--- src/rtl/igcn_pkg.sv ---
// ---------------------------------------------------------------------------
// igcn_pkg
// Shared definitions for the island dispatcher slice:
//   - default chunk size (C_MAX) and downstream PE count (NUM_PES)
//   - raw island size width and the 17-bit internal remaining/chunk width
//   - dispatcher FSM state enum
//   - clamp_chunk helper: min(remaining, limit) narrowed to the output width
// ---------------------------------------------------------------------------
package igcn_pkg;

    localparam int ISL_SIZE_W      = 16;
    localparam int REM_W           = ISL_SIZE_W + 1;
    localparam int C_MAX_DEFAULT   = 32;
    localparam int NUM_PES_DEFAULT = 4;

    typedef enum logic [1:0] {
        ST_IDLE     = 2'd0,
        ST_LOAD     = 2'd1,
        ST_ISSUE    = 2'd2,
        ST_WAIT_ACK = 2'd3
    } disp_state_t;

    // The limit never exceeds 2*C_MAX, so the saturation branch is only a
    // guard that keeps every bit of the 17-bit minimum meaningful.
    function automatic logic [ISL_SIZE_W-1:0] clamp_chunk(
        input logic [REM_W-1:0] remaining,
        input logic [REM_W-1:0] limit
    );
        logic [REM_W-1:0] m;
        m = (remaining < limit) ? remaining : limit;
        return m[REM_W-1] ? '1 : m[ISL_SIZE_W-1:0];
    endfunction

endpackage

--- src/rtl/igcn_island_fifo.sv ---
// ---------------------------------------------------------------------------
// igcn_island_fifo
// Raw-island queue with first-word fall-through read data.
// Parameters: DEPTH (power of 2, >= 2), WIDTH (entry width).
// Ports:
//   clk, rst_n          clock, asynchronous active-low reset
//   push, push_data     write request and data
//   pop,  pop_data      read request; pop_data always shows the head entry
//   full, empty         occupancy flags
// A push while full is taken only when a pop happens in the same cycle.
// ---------------------------------------------------------------------------
module igcn_island_fifo #(
    parameter int DEPTH = 8,
    parameter int WIDTH = 17
) (
    input  logic             clk,
    input  logic             rst_n,
    input  logic             push,
    input  logic [WIDTH-1:0] push_data,
    input  logic             pop,
    output logic [WIDTH-1:0] pop_data,
    output logic             full,
    output logic             empty
);

    localparam int PTR_W = $clog2(DEPTH);
    localparam int CNT_W = PTR_W + 1;

    logic [WIDTH-1:0] mem [DEPTH];
    logic [PTR_W-1:0] wr_ptr;
    logic [PTR_W-1:0] rd_ptr;
    logic [CNT_W-1:0] count;
    logic             do_push;
    logic             do_pop;

    assign do_pop   = pop && !empty;
    assign do_push  = push && (!full || do_pop);
    assign full     = (count == CNT_W'(DEPTH));
    assign empty    = (count == '0);
    assign pop_data = mem[rd_ptr];

    // Storage needs no reset: the count decides which entries are valid.
    always_ff @(posedge clk) begin
        if (do_push) begin
            mem[wr_ptr] <= push_data;
        end
    end

    // Pointers wrap naturally because DEPTH is a power of two; the count
    // carries one extra bit so full and empty are distinguishable.
    always_ff @(posedge clk or negedge rst_n) begin
        if (!rst_n) begin
            wr_ptr <= '0;
            rd_ptr <= '0;
            count  <= '0;
        end else begin
            if (do_push) begin
                wr_ptr <= wr_ptr + 1'b1;
            end
            if (do_pop) begin
                rd_ptr <= rd_ptr + 1'b1;
            end
            case ({do_push, do_pop})
                2'b10:   count <= count + 1'b1;
                2'b01:   count <= count - 1'b1;
                default: count <= count;
            endcase
        end
    end

endmodule

--- src/rtl/igcn_island_dispatcher.sv ---
// ---------------------------------------------------------------------------
// igcn_island_dispatcher
// Queues raw islands and splits each into accelerator-sized chunks.
// Parameters: NUM_PES, C_MAX (max nodes per PE chunk), FIFO_DEPTH.
// Ports:
//   clk, rst_n                       clock, asynchronous active-low reset
//   isl_valid/isl_ready/isl_size/isl_last   raw island stream
//   strategy_is_enhanced             0 = baseline, 1 = enhanced chunking
//   start_processing, island_size,
//   island_needs_penalty, strategy_out      chunk request to accelerator
//   island_accepted, processing_done        accelerator handshake/status
//   dispatcher_busy, batch_done             status
// Optional: define IGCN_DISPATCH_STATS_EN to add saturating chunk_count and
// penalty_chunk_count outputs.
// ---------------------------------------------------------------------------
module igcn_island_dispatcher
    import igcn_pkg::*;
#(
    parameter int NUM_PES    = NUM_PES_DEFAULT,
    parameter int C_MAX      = C_MAX_DEFAULT,
    parameter int FIFO_DEPTH = 8
) (
    input  logic                  clk,
    input  logic                  rst_n,
    input  logic                  isl_valid,
    output logic                  isl_ready,
    input  logic [ISL_SIZE_W-1:0] isl_size,
    input  logic                  isl_last,
    input  logic                  strategy_is_enhanced,
    output logic                  start_processing,
    output logic [ISL_SIZE_W-1:0] island_size,
    output logic                  island_needs_penalty,
    output logic                  strategy_out,
    input  logic                  island_accepted,
    input  logic                  processing_done,
    output logic                  dispatcher_busy,
`ifdef IGCN_DISPATCH_STATS_EN
    output logic [31:0]           chunk_count,
    output logic [31:0]           penalty_chunk_count,
`endif
    output logic                  batch_done
);

    localparam logic [REM_W-1:0] LIMIT_BASE = REM_W'(C_MAX);
    localparam logic [REM_W-1:0] LIMIT_ENH  = (NUM_PES < 2) ? REM_W'(C_MAX) : REM_W'(2 * C_MAX);

    disp_state_t            state;
    logic [REM_W-1:0]       remaining;
    logic [REM_W-1:0]       limit_q;
    logic [REM_W-1:0]       limit_sel;
    logic [REM_W-1:0]       rem_after;
    logic                   strat_q;
    logic                   last_q;
    logic                   ready_en;
    logic                   batch_pending;
    logic                   chunk_done;
    logic                   island_finished;
    logic                   fifo_push;
    logic                   fifo_pop;
    logic                   fifo_full;
    logic                   fifo_empty;
    logic [ISL_SIZE_W:0]    fifo_dout;

    // ready_en holds isl_ready low through reset and for the edge it is released on.
    assign isl_ready       = ready_en && !fifo_full;
    assign fifo_push       = isl_valid && isl_ready;
    assign fifo_pop        = (state == ST_IDLE) && !fifo_empty;
    assign dispatcher_busy = (state != ST_IDLE) || !fifo_empty;
    assign limit_sel       = strat_q ? LIMIT_ENH : LIMIT_BASE;
    assign rem_after       = remaining - {1'b0, island_size};
    assign chunk_done      = (state == ST_WAIT_ACK) && island_accepted;
    assign island_finished = ((state == ST_LOAD) && (remaining == '0)) ||
                             (chunk_done && (rem_after == '0));

    igcn_island_fifo #(
        .DEPTH (FIFO_DEPTH),
        .WIDTH (ISL_SIZE_W + 1)
    ) u_fifo (
        .clk       (clk),
        .rst_n     (rst_n),
        .push      (fifo_push),
        .push_data ({isl_last, isl_size}),
        .pop       (fifo_pop),
        .pop_data  (fifo_dout),
        .full      (fifo_full),
        .empty     (fifo_empty)
    );

    // Chunking FSM. Request outputs are registered and change only on the
    // edges that enter ISSUE, so they stay stable for the whole WAIT_ACK.
    // Strategy is latched at pop time so later input changes cannot alter
    // an island already being chunked. Zero-size islands fall out of LOAD.
    always_ff @(posedge clk or negedge rst_n) begin
        if (!rst_n) begin
            state                <= ST_IDLE;
            remaining            <= '0;
            limit_q              <= '0;
            strat_q              <= 1'b0;
            last_q               <= 1'b0;
            ready_en             <= 1'b0;
            start_processing     <= 1'b0;
            island_size          <= '0;
            island_needs_penalty <= 1'b0;
            strategy_out         <= 1'b0;
        end else begin
            ready_en <= 1'b1;
            case (state)
                ST_IDLE: begin
                    if (!fifo_empty) begin
                        remaining <= {1'b0, fifo_dout[ISL_SIZE_W-1:0]};
                        last_q    <= fifo_dout[ISL_SIZE_W];
                        strat_q   <= strategy_is_enhanced;
                        state     <= ST_LOAD;
                    end
                end
                ST_LOAD: begin
                    if (remaining == '0) begin
                        state <= ST_IDLE;
                    end else begin
                        limit_q              <= limit_sel;
                        island_needs_penalty <= (remaining > limit_sel);
                        island_size          <= clamp_chunk(remaining, limit_sel);
                        strategy_out         <= strat_q;
                        start_processing     <= 1'b1;
                        state                <= ST_ISSUE;
                    end
                end
                ST_ISSUE: begin
                    start_processing <= 1'b0;
                    state            <= ST_WAIT_ACK;
                end
                ST_WAIT_ACK: begin
                    if (island_accepted) begin
                        remaining <= rem_after;
                        if (rem_after != '0) begin
                            island_size      <= clamp_chunk(rem_after, limit_q);
                            start_processing <= 1'b1;
                            state            <= ST_ISSUE;
                        end else begin
                            state <= ST_IDLE;
                        end
                    end
                end
                default: state <= ST_IDLE;
            endcase
        end
    end

    // batch_pending remembers that the last-flagged island has been fully
    // consumed; batch_done then follows the idle conditions as a level and
    // both clear as soon as a new island is accepted on the input stream.
    always_ff @(posedge clk or negedge rst_n) begin
        if (!rst_n) begin
            batch_pending <= 1'b0;
            batch_done    <= 1'b0;
        end else if (fifo_push) begin
            batch_pending <= 1'b0;
            batch_done    <= 1'b0;
        end else begin
            if (island_finished && last_q) begin
                batch_pending <= 1'b1;
            end
            batch_done <= batch_pending && fifo_empty && (state == ST_IDLE) && processing_done;
        end
    end

`ifdef IGCN_DISPATCH_STATS_EN
    // Saturating statistics, stepped once per accepted chunk.
    always_ff @(posedge clk or negedge rst_n) begin
        if (!rst_n) begin
            chunk_count         <= '0;
            penalty_chunk_count <= '0;
        end else if (chunk_done) begin
            if (chunk_count != '1) begin
                chunk_count <= chunk_count + 1'b1;
            end
            if (island_needs_penalty && (penalty_chunk_count != '1)) begin
                penalty_chunk_count <= penalty_chunk_count + 1'b1;
            end
        end
    end
`endif

endmodule

--- config.mk ---
export PLATFORM = sky130hd
export DESIGN_NAME = igcn_island_dispatcher
export DESIGN_NICKNAME = d
export VERILOG_FILES = /design/src/rtl/igcn_pkg.sv /design/src/rtl/igcn_island_fifo.sv /design/src/rtl/igcn_island_dispatcher.sv
export SDC_FILE = /design/constraint.sdc
export NUM_CORES = 1
export LEC_CHECK = 0
export ABC_AREA = 1
export BUFFER_PORTS_ARGS = -buffer_cell sky130_fd_sc_hd__buf_2
export CAP_MARGIN = 20
export CORE_MARGIN = 5
export CORE_UTILIZATION = 45
export CTS_BUF_LIST = sky130_fd_sc_hd__clkbuf_16
export CTS_CLUSTER_DIAMETER = 40
export DETAILED_ROUTE_END_ITERATION = 8
export SLEW_MARGIN = 20
export SYNTH_ARGS = -nofsm -noshare
export SYNTH_HDL_FRONTEND = slang
export SYNTH_HIERARCHICAL = 1
export SYNTH_SLANG_ARGS = --single-unit
--- constraint.sdc ---
create_clock -name clk -period 3.2 [get_ports clk]
set_input_delay 0.32 -clock clk [delete_from_list [all_inputs] [get_ports clk]]
set_output_delay 0.32 -clock clk [all_outputs]
set_load 0.005 [all_outputs]
==> results.md, run 1 <==
Place:
- The number of buffer cells added on primary ports is 44.
- Detailed placement ended at an HPWL of 14900 µm.
- Routability-driven placement finished with a final weighted congestion of 0.894.
- After detailed placement, the total cell area comes to 0.00995 mm².

Timing:
- Timing would allow up to 344 MHz.
- Setup repair after global routing left no endpoint under its margin.
- The final count of hold timing violations is 0.
- In this run the tightest slew margin relative to its limit is 42.8%.
- The total negative setup slack is 0 ns.
- The setup clock skew after layout is roughly 0.013 ns.
- The final cycle utilization of the critical path is 90.9%.
- The number of pins with negative max-slew slack in the final report is 0.
- The shortest period the worst path allows is approximately 2.9 ns.
- At the pin with the least slew margin, the transition time is approximately 0.86 ns.
- The worst hold slack after final layout is 0.115 ns.
- Setup violations remaining at the end of the flow were counted as 0.

Logic synthesis:
- The post-synthesis share of cell area spent on full adders, half adders and majority gates is 3.50%.
- Of the post-synthesis cell area, the part taken by muxes is roughly 1.9%.
- The commonest register cell after synthesis is edfxtp_1.
- Yosys mapped the design onto 44 distinct sky130hd cell types.
- After technology mapping, the gate count stands at approximately 1000.
- Sorting the synthesized cells by area gives the leading types as edfxtp_1, dfrtp_1, nand2_1.
- The number of synthesis warnings is 6.
- The dominant combinational cell family by area after synthesis is simple AND/OR/NAND/NOR gates.
- Summing the sequential cell areas from Yosys gives about three fifths of the chip area.
- The proportion of register bits with asynchronous set or reset after synthesis is 28.4%.
- The top-area cell type share of the netlist area is 43.6%.
- The cell area that synthesis handed to floorplanning was 0.00936 mm².
- The xor and xnor area share after synthesis is 0.468%.
- The simple-gate portion of the synthesized area is 20.7%.
- The count of flip-flops with a built-in enable after synthesis is 136.
- Synthesis inferred between 150 and 200 register bits.
- The synthesized netlist devotes 8.46% of its cell area to compound gates.
- After synthesis, the mean cell area works out to 9.31 µm².
- edfxtp_1 takes more of the synthesized area than any other cell.
- The number of nets handed over by synthesis was 1053.

CTS:
- TritonCTS built the clock tree.
- The clock-pin slew of the registers on the worst-case setup and hold paths is about 0.07 ns.
- After clock tree synthesis, the repair step resized 0 gates.
- The maximum buffer depth of the clock tree is 2.
- In this run, CTS created clock tree buffers numbering 17.
- The clock root buffer is clkbuf_16.
- The CTS sink count is 190.
- The clock latency at the later pin of the worst-skew pair is 0.43 ns.
- The cts-stage hold buffer count is 1.
- Once the clock tree was built, the setup fixing pass inserted 0 buffers.
- The number of H-tree levels is 4.

Power:
- Summed over all cells, the static leakage comes to 4.60 nW.
- The power density normalized to cell area is 965 mW/mm².
- Power comes to 10.2 mW.
- The worst-case vdd ir drop is 0.416 mV.

Floorplanning:
- The starting density of the core is between 40% and 50%.
- The region available for standard cell placement spans roughly 0.020 mm².
- The chip height is 154 µm.
- The die footprint is 0.0238 mm².
- The number of I/O pins is 45.
- Measured along the x axis, the die boundary spans 154 µm.
- The placement row count is 52.

Detailed routing:
- The routed wirelength normalized by instance count is roughly 16 µm.
- The count of nets left with antenna violations once routing finished came out at 0.
- The detailed-route DRC error count is 0.
- The overall routed net length is 21600 µm.
- The detailed-routing iteration count for the pre-antenna-repair pass is 5.
- The post-detailed-route via-to-cell ratio is around 5.
- The total number of vias is 6817.
- The initial detailed-routing violation count is 478.

Global route:
- In the global route stage, overall resource usage came out at 18.5%.
- The via count of the first global-routing pass is 6566.
- The first global-routing pass estimated 34400 µm of wire.
- After global routing the overflow that remains totals 0.
- Entering global routing, the biggest net connects 71 pins.
- The initial antenna violation count is 1.

Critical path:
- The worst setup path is captured at a register.
- The cell with the largest stage delay on the worst path is dfrtp_1.
- The endpoint of the worst setup timing path is island_size[3].
- Walking the worst path, the cells encountered are ha_1 > fa_1 > inv_1 > nand2_1 > nand2_1 > nand3_1 > nand2_1 > nand2_1 > nand2_1 > inv_1 > ha_1 > nand2_1 > nand3_1 > nor2_1 > nand3_2 > o21ai_0 > o21a_1.
- The maximum fanout encountered on the critical timing path is 7.
- In this run the critical register-to-register path is launched from island_size[0].
- The delay of the slowest critical-path stage is 0.40 ns.
- The critical path is of the reg -> reg type.
- The required time reported for the critical path endpoint is 3.57 ns.
- The worst reg2reg path depth is 17.
- The critical path starts at island_size[0].
- In this design, the critical path's most frequently occurring cell is nand2_1.
- The category of the worst setup path launch point is a register.
- Setup slack on the worst reg-to-reg path comes out at 0.29 ns.
- The worst register-to-register path ends at island_size[3].
- The arrival time at the worst endpoint is 3.28 ns.

Worst hold path:
- The type of the most critical hold path is in -> reg.

Finish:
- Relative to the synthesized area, the layout overhead comes to 12.4%.
- The library cell used most frequently in the layout, excluding fill and tap cells, is nand2_1.
- For this run, the post-layout net count is 1108.
- For this run, the share of the core covered by cells in the final layout is about half.
- Summing all non-filler instances in the final layout gives an area of 0.0105 mm².
- 0 antenna diodes ended up in the layout.
- In the layout the commonest cells are nand2_1, edfxtp_1, nor2_1, inv_1, o21ai_0.
- The fraction of layout cells with a size suffix above 1 is 12.9%.

Run:
- The count of maximum capacitance violations is 0.

Status:
- The run finished with clean final reports.
==> kinds of logic (layout without fill, tap and decap cells) <==
| family | after synthesis | count (layout) |
|---|---|---|
| flops | 190 | 190 |
| fa+ha+maj | 25 | 25 |
| mux | 18 | 18 |
| buf+inv | 156 | 222 |
| compound gates | 147 | 147 |
| other cells | 1 | 1 |
| xor+xnor | 5 | 5 |
| simple gates | 463 | 463 |
==> worst max-delay path, delay by kind of cell, from the launching register on <==
family | cells | cell delay [ns]
AND/OR/NAND/NOR | 10 | 0.99
adder cells (fa/ha/maj) | 3 | 0.88
flip-flops | 1 | 0.40
AO/OA/AOI/OAI | 2 | 0.38
buffers and inverters | 2 | 0.19
==> worst min path at each step <==
stage / from / endpoint / slack, ns / cells after the start
after floorplan: rst_n / batch_done / 0.02 / 0
after global placement: rst_n / island_size[9] / 0.33 / 1
after detailed placement: rst_n / island_size[9] / 0.33 / 1
after CTS: strategy_is_enhanced / strat_q / 0.1 / 3
after global routing: strategy_is_enhanced / strat_q / 0.11 / 3
final: strategy_is_enhanced / strat_q / 0.12 / 3
==> synth_stat cells, types with 3 or more instances <==
master	count
nor2_2	4
nand3_1	54
a21oi_1	34
nand3_2	4
ha_1	23
inv_2	5
nand2_2	9
mux2i_1	17
or2_2	3
a21oi_2	3
dfrtp_1	54
nand4_1	9
nor3_1	5
xor2_1	4
inv_1	117
o21ai_1	21
nand2_1	236
edfxtp_1	136
o21a_1	3
clkbuf_1	19
o22ai_1	22
buf_2	7
buf_6	3
o21ai_0	59
nor2_1	131
==> sequential cells by signal, summed over array words and instances, names as in the netlist <==
signal and count:
batch_pending 1, island_needs_penalty 1, remaining 17, u_fifo/mem 136
limit_q 2, u_fifo/rd_ptr 3, last_q 1, island_size 16
start_processing 1, u_fifo/count 4, strat_q 1, ready_en 1
u_fifo/wr_ptr 3, state 2, batch_done 1
==> where the power goes <==
| part | leakage (nW) | internal, mW | switching, mW | total (mW) |
|---|---|---|---|---|
| logic | 2.45 | 1.57 | 3.26 | 4.83 |
| clock network | 0.262 | 1.08 | 0.932 | 2.02 |
| registers | 1.88 | 3.04 | 0.264 | 3.31 |
| total | 4.60 | 5.70 | 4.45 | 10.2 |
==> metrics by stage <==
| step | cells | setup slack, ns |
|---|---|---|
| 6_report | 1341 | 0.292 |
| 5_1_grt | 1341 | 0.0385 |
| 4_1_cts | 1341 | 0.319 |
| 3_5_place_dp | 1310 | 0.341 |
| 3_3_place_gp | 1310 | 0.436 |
| 2_1_floorplan | 1005 | 0.255 |
==> cell type report <==
type,count,area (µm²)
fill,1884,9840
sequential,190,5440
multi-input combinational,659,3320
inverter,123,462
clock buffer,17,425
timing repair buffer,69,410
tap,270,338
clock inverter,13,133
==> routing by layer <==
layer | vias to the layer above | routed length (µm) | track usage, %
met2 | 122 | 10800 | 32.4
met1 | 3216 | 9760 | 23.9
met3 | 25 | 752 | 2.99
li1 | 3452 | - | -
met4 | 2 | 312 | 5.09
met5 | - | 10 | 0
Power figures use the tool's default switching activity.
==> run 2: changes to the inputs <==
--- a/config.mk
+++ b/config.mk
@@ -13,6 +13,7 @@
 export CTS_BUF_LIST = sky130_fd_sc_hd__clkbuf_16
 export CTS_CLUSTER_DIAMETER = 40
 export DETAILED_ROUTE_END_ITERATION = 8
+export RECOVER_POWER = 50
 export SLEW_MARGIN = 20
 export SYNTH_ARGS = -nofsm -noshare
 export SYNTH_HDL_FRONTEND = slang
==> run 2 against run 1 <==
Net effect: non-clock buffer count stayed put; combinational power hardly changed; total power is 0.20% lower; utilization is 0.24 points lower; register-to-register slack hardly changed; sequential share of layout area is 0.24 points higher; design area is 0.46% lower; setup slack better by 0.0013 ns; clock skew is 0.0028 ns lower; largest power group unchanged.
==> results.md, run 2 (same netlist as run 1, synthesis figures left out) <==
Floorplanning:
- The die footprint was 0.0238 mm² (unchanged).
- The number of I/O pins came to 45 (unchanged).
- The placement row count is 52 (unchanged).
- The starting density of the core was 46.0% (unchanged).
- The width of the chip is 154 µm (unchanged).
- The chip height is 154 µm (unchanged).
- The total core area came to 0.0204 mm² (unchanged).

Finish:
- The number of fillers in the final layout came to 1891 (+0.37%).
- The commonest non-fill, non-tap cell in the layout is nand2_1.
- The area growth from synthesis to layout is 11.9%.
- In the layout the commonest cells are nand2_1, edfxtp_1, nor2_1, inv_1, o21ai_0.
- The final net count is 1108 (unchanged).
- The number of flip-flops under the largest register name is 136 (unchanged).
- The fraction of layout cells with a size suffix above 1 was 9.80% (-3.1 points).
- The most flop-heavy register is u_fifo/mem.
- The number of inserted diodes was 0 (unchanged).
- The largest registers in the layout are u_fifo/mem x136, remaining x17, island_size x16.

Critical path:
- The required time reported for the critical path endpoint came to 3.57 ns (about the same).
- The cell with the largest stage delay on the worst path is dfrtp_1.
- The worst setup path is of the reg -> reg kind.
- The dominant cell type by count on the critical path is nand2_1.
- The category of the worst setup path launch point is a register.
- The type of element capturing the critical path is a register.
- The arrival time at the worst endpoint was 3.27 ns (about the same).
- Walking the worst path, the cells encountered are ha_1 > fa_1 > inv_1 > nand2_1 > nand2_1 > nand3_1 > nand2_1 > nand2_1 > nand2_1 > inv_1 > ha_1 > nand2_1 > nand3_1 > nor2_1 > nand3_2 > o21ai_0 > o21a_1.
- The delay of the slowest critical-path stage is 0.40 ns (about the same).
- The maximum fanout encountered on the critical timing path is 7 (unchanged).

CTS:
- The maximum buffer depth of the clock tree is 2 (unchanged).
- The CTS sink count was 190 (unchanged).
- The CTS tree is built.
- The CTS buffer count was 17 (unchanged).
- The clock root buffer is clkbuf_16.
- The clock-pin slew of the registers on the worst-case setup and hold paths was 0.07 ns (about the same).
- The clock latency at the later pin of the worst-skew pair is 0.43 ns (about the same).
- The post-CTS setup buffer count is 0 (unchanged).
- The number of H-tree levels is 4 (unchanged).

Global route:
- The total track usage is 18.5% (unchanged).
- The overflow left after global routing is 0 (unchanged).
- The largest net degree at the start of global routing is 71 (unchanged).
- The via count of the first global-routing pass was 6566 (unchanged).
- The wire length of the first global-routing pass is 34400 µm (unchanged).
- The initial antenna violation count is 1 (unchanged).

Power:
- The power density normalized to cell area is 967 mW/mm² (+0.27%).
- The worst-case vdd ir drop is 0.414 mV (-0.47%).
- The cell leakage power was 4.49 nW (-2.4%).
- The total design power is 10.1 mW (-0.20%).

Timing:
- Setup repair after global routing left no endpoint under its margin.
- The setup clock skew after layout came to 0.0101 ns (-0.00277 ns).
- The worst slew slack as a fraction of its limit is 14.8% (-28 points).
- The total negative setup slack is 0 ns (unchanged).
- The actual transition at the worst max-transition pin is 1.28 ns (+0.420 ns).
- The final count of hold timing violations came to 0 (unchanged).
- The number of pins with negative max-slew slack in the final report is 0 (unchanged).
- The total of endpoints with negative setup slack in the final report is 0 (unchanged).
- The achievable frequency was 344 MHz (about the same).
- The final cycle utilization of the critical path was 90.8% (about the same).
- The shortest period the worst path allows is 2.91 ns (-0.00132 ns).

Place:
- The post-DP HPWL is 14900 µm (unchanged).
- The final weighted congestion in routability-driven placement came to 0.894 (unchanged).
- The number of buffer cells added on primary ports is 44 (unchanged).

Detailed routing:
- The overall routed net length was 21700 µm (+0.15%).
- The detailed-route DRC error count came to 0 (unchanged).
- The routed wirelength normalized by instance count is 16.2 µm (+0.15%).
- The initial detailed-routing violation count is 458 (-4.2%).
- The total number of vias came to 6849 (+0.47%).
- The post-detailed-route via-to-cell ratio is 5.11 (+0.47%).
- The count of antenna-violating nets left after detailed routing came to 0 (unchanged).
- The detailed-routing iteration count for the pre-antenna-repair pass was 5 (unchanged).

Status:
- The flow ran to the end, and the final reports show no timing, DRC or antenna violations.

Run:
- The count of maximum capacitance violations is 0 (unchanged).

Worst hold path:
- In this run the worst hold path is classified as in -> reg.
[run 2: cell types whose count changed in the layout (fill, tap and decap cells not counted)]
cell / previous run / this run
clkbuf_1: 0 / 33
clkbuf_2: 0 / 1
buf_2: 44 / 13
buf_4: 24 / 21
[run 2: per-layer routing]
layer	vias to the layer above	part of all wire (%)	track usage (%)
met5	-	0.046	0
met4	2	1.6	5.09
met3	30	4.3	2.99
met2	156	50	32.4
met1	3210	44	23.9
li1	3451	-	-
[run 2: stage by stage]
step	hold slack, ns	instances	instance area (µm²)	util [%]	setup WS, ns
global route	0.109	1341	10500	51.4	0.0354
global placement	0.334	1310	9950	48.9	0.436
floorplan	0.0244	1005	9360	-	0.255
CTS	0.0951	1341	10500	51.7	0.319
detailed placement	0.330	1310	9950	48.9	0.341
finish	0.114	1341	10500	51.4	0.293
[run 2: worst max-delay path: cells and delay by family (launching register included)]
kind | cells | cell delay (ns)
AO/OA/AOI/OAI | 2 | 0.37
adder cells (fa/ha/maj) | 3 | 0.88
buffers and inverters | 2 | 0.19
flip-flops | 1 | 0.40
AND/OR/NAND/NOR | 10 | 0.99
[run 2: path summary, 6_finish.rpt]
path / from / end / slack [ns] / cells past startpoint
max: island_size[0] / island_size[3] / 0.29 / 17
min: strategy_is_enhanced / strat_q / 0.11 / 3
max reg2reg: island_size[0] / island_size[3] / 0.29 / 17
min reg2reg: last_q / last_q / 0.49 / 2
max in group asynchronous: rst_n / state[0] / 1.12 / 3
min in group asynchronous: rst_n / island_size[9] / 0.69 / 2
[run 2: cell type report]
| type | count | area (µm²) | share of cell area, % |
|---|---|---|---|
| Sequential cell | 190 | 5440 | 51.9 |
| Clock buffer | 17 | 425 | 4.06 |
| Clock inverter | 13 | 133 | 1.27 |
| Multi-Input combinational cell | 659 | 3320 | 31.7 |
| Inverter | 123 | 462 | 4.41 |
| Timing Repair Buffer | 69 | 362 | 3.45 |
| Tap cell | 270 | 338 | 3.23 |
[run 2: report_power, final]
part | internal, mW | switching, mW | total, mW | leakage [nW]
clock network | 1.08 | 0.929 | 2.01 | 0.262
registers | 3.04 | 0.264 | 3.31 | 1.88
logic | 1.56 | 3.26 | 4.81 | 2.34
total | 5.68 | 4.45 | 10.1 | 4.49
[run 2: timing repair]
action,in CTS,in global routing
hold buffers,1,0
hold endpoints to repair,21,0
resized for setup,0,0
==> run 3: changes to the inputs <==
==> constraint.sdc (replaced) <==
create_clock -name clk -period 3.7 [get_ports clk]
set_input_delay 0.37 -clock clk [delete_from_list [all_inputs] [get_ports clk]]
set_output_delay 0.37 -clock clk [all_outputs]
set_load 0.005 [all_outputs]
==> run 3 against run 2 <==
Net effect: the flow now finishes with violations (max-capacitance violations, max-slew violations); clock power down 13%; largest power group unchanged; highest routed layer is now met4; via count down 0.16%; final cell count about the same; non-clock buffer count down 3; die area unchanged; first-iteration DRC count down 23%; sequential cell count unchanged; sequential power down 11%.
==> results.md, run 3 (same netlist as run 1, synthesis figures left out) <==
Status:
- The run finished, with violations left.
- The final reports fail on max-capacitance violations, max-slew violations.

Place:
- The post-DP HPWL was 15100 µm (+1.4%).
- The number of buffer cells added on primary ports is 44 (unchanged).
- The placed instance area is 0.00993 mm² (-0.23%).
- The final weighted congestion in routability-driven placement is 0.921 (+3.1%).

Finish:
- The fraction of the core area covered by cells at the end of the flow is 51.3% (-0.11 points).
- The final net count is 1105 (-0.27%).
- Leaving out fill and tap cells, the most frequent cells in the layout are nand2_1, edfxtp_1, nor2_1, inv_1, o21ai_0.
- The number of inserted diodes is 0 (unchanged).
- The relative area change from synthesis to final layout is 11.7%.
- The fraction of layout cells with a size suffix above 1 is 9.44% (-0.36 points).
- More flip-flops sit in one register than any other, and that register is u_fifo/mem.
- The cell area after layout was 0.0105 mm² (-0.21%).
- The number of flip-flops under the largest register name came to 136 (unchanged).
- The library cell used most frequently in the layout, excluding fill and tap cells, is nand2_1.
- The largest registers in the layout are u_fifo/mem x136, remaining x17, island_size x16.

Critical path:
- The required time reported for the critical path endpoint is 4.06 ns (+0.49 ns).
- The count of buffer and inverter cells on the critical path is 2 (unchanged).
- The arrival time at the worst endpoint came to 3.24 ns (-0.03 ns).
- Walking the worst path, the cells encountered are ha_1 > fa_1 > inv_1 > nand2_1 > nand2_1 > nand3_1 > nand2_1 > nand2_1 > nand2_1 > inv_1 > ha_1 > nand2_1 > nand3_1 > nor2_1 > nand3_2 > o21ai_0 > o21a_1.
- The cell type group with the largest total delay on the critical path is simple AND/OR/NAND/NOR gates.
- The worst setup path is captured at a register.
- The worst setup path is launched from a register.
- The dominant cell type by count on the critical path is nand2_1.
- Among all stages on the critical path, the largest delay is contributed by dfrtp_1.
- The category of the critical setup timing path is reg -> reg.
- The worst reg2reg path depth is 17 (unchanged).
- The depth of the critical timing path with buffers and inverters included is 17 (unchanged).
- The delay of the slowest critical-path stage is 0.41 ns (about the same).
- The maximum fanout encountered on the critical timing path came to 7 (unchanged).

Timing:
- The shortest period the worst path allows is 2.88 ns (-0.0264 ns).
- The final count of hold timing violations was 0 (unchanged).
- The worst slew slack as a fraction of its limit is -5.81% (-21 points).
- The total negative setup slack is 0 ns (unchanged).
- The actual transition at the worst max-transition pin is 1.59 ns (+0.309 ns).
- The total of endpoints with negative setup slack in the final report is 0 (unchanged).
- The worst hold slack after final layout is 0.162 ns (+0.0487 ns).
- The achievable frequency is 347 MHz (+0.92%).
- The number of pins with negative max-slew slack in the final report is 27 (+27).
- Setup repair after global routing left no endpoint under its margin.
- The setup clock skew after layout is 0.0159 ns (+0.00578 ns).
- The final cycle utilization of the critical path is 77.8% (-13 points).

Floorplanning:
- The total core area is 0.0204 mm² (unchanged).
- The die footprint came to 0.0238 mm² (unchanged).
- The placement row count is 52 (unchanged).
- The width of the chip is 154 µm (unchanged).
- The number of I/O pins came to 45 (unchanged).
- The chip height is 154 µm (unchanged).
- The starting density of the core was 46.0% (unchanged).

CTS:
- The number of H-tree levels is 4 (unchanged).
- The clock-pin slew of the registers on the worst-case setup and hold paths is 0.08 ns (about the same).
- The CTS sink count is 190 (unchanged).
- The post-CTS setup buffer count is 0 (unchanged).
- The maximum buffer depth of the clock tree is 2 (unchanged).
- The clock root buffer is clkbuf_16.
- The CTS tree is built.
- The clock latency at the later pin of the worst-skew pair came to 0.43 ns (about the same).
- The CTS buffer count is 17 (unchanged).

Global route:
- The initial antenna violation count is 0 (-1).
- The wire length of the first global-routing pass was 35100 µm (+2.0%).
- The overflow left after global routing is 0 (unchanged).
- The total track usage was 18.8% (+0.32 points).
- The largest net degree at the start of global routing was 53 (-25%).
- The via count of the first global-routing pass is 6729 (+2.5%).

Detailed routing:
- The overall routed net length is 21900 µm (+1.0%).
- The initial detailed-routing violation count is 351 (-23%).
- The total number of vias is 6838 (-0.16%).
- The wire length on met1 was 9660 µm (+0.28%).
- The uppermost metal layer occupied by signal nets is met4.
- The routed wirelength normalized by instance count is 16.3 µm (+1.1%).
- The post-detailed-route via-to-cell ratio is 5.10 (about the same).
- The met3 wirelength from detailed routing was 931 µm (+1.1%).
- The detailed-routing iteration count for the pre-antenna-repair pass is 5 (unchanged).
- The count of antenna-violating nets left after detailed routing was 0 (unchanged).
- The met2 wire length is 10900 µm (+1.6%).
- The detailed-route DRC error count is 0 (unchanged).

Worst hold path:
- The number of cells on the worst hold path is 3 (unchanged).
- The type of the most critical hold path is in -> reg.

Power:
- The power density normalized to cell area came to 836 mW/mm² (-14%).
- The cell leakage power came to 4.50 nW (+0.29%).
- The worst-case vdd ir drop is 0.363 mV (-12%).

Run:
- The count of maximum capacitance violations is 1 (+1).
run 3: cell count changes in the layout (fill, tap and decap cells not counted), moves of 2 or more:
cell        change
inv_6           +3
buf_2           -2
inv_1           +2
clkinv_2        +3
clkinvlp_4      -4
run 3: per-layer routing:
metal | vias up | track usage (%)
li1 | 3450 | -
met4 | 0 | 5.80
met1 | 3232 | 24.3
met2 | 130 | 32.5
met3 | 26 | 3.13
met5 | - | 0
run 3: final timing paths:
check,slack [ns],startpoint,to
min reg2reg,0.49,island_needs_penalty,island_needs_penalty
max reg2reg,0.82,island_size[0],island_size[3]
max,0.82,island_size[0],island_size[3]
min in group asynchronous,0.87,rst_n,island_size[9]
max in group asynchronous,1.25,rst_n,u_fifo/rd_ptr[0]
min,0.16,strategy_is_enhanced,strat_q
run 3: layout make-up:
class	count	area (µm²)
clock inverter	15	133
sequential	190	5440
tap	270	338
fill	1906	9910
inverter	123	462
timing repair buffer	66	344
clock buffer	17	425
multi-input combinational	659	3310
run 3: worst register-to-register path, cell delays in order, from the launching register on:
cell and delay [ns]:
dfrtp_1 0.41, ha_1 0.24, fa_1 0.41, inv_1 0.12
nand2_1 0.06, nand2_1 0.13, nand3_1 0.11, nand2_1 0.09
nand2_1 0.05, nand2_1 0.09, inv_1 0.08, ha_1 0.27
nand2_1 0.09, nand3_1 0.07, nor2_1 0.11, nand3_2 0.16
o21ai_0 0.22, o21a_1 0.13
run 3: metrics by stage:
step	power (mW)	cells	worst slack, ns
after floorplan	5.93	1005	0.755
after global placement	6.99	1307	0.943
after detailed placement	7.04	1307	0.838
after CTS	8.81	1340	0.824
after global routing	9.51	1340	0.443
final	8.73	1340	0.820
run 3: repair_timing:
item | 4_1_cts | 5_1_grt
hold buffers | 1 | 0
hold endpoints to repair | 25 | 0
gates resized for setup | 0 | 0
run 3: where the power goes:
group	internal, mW	switching, mW
clock	0.940	0.811
combinational	1.33	2.69
sequential	2.63	0.336
total	4.90	3.84
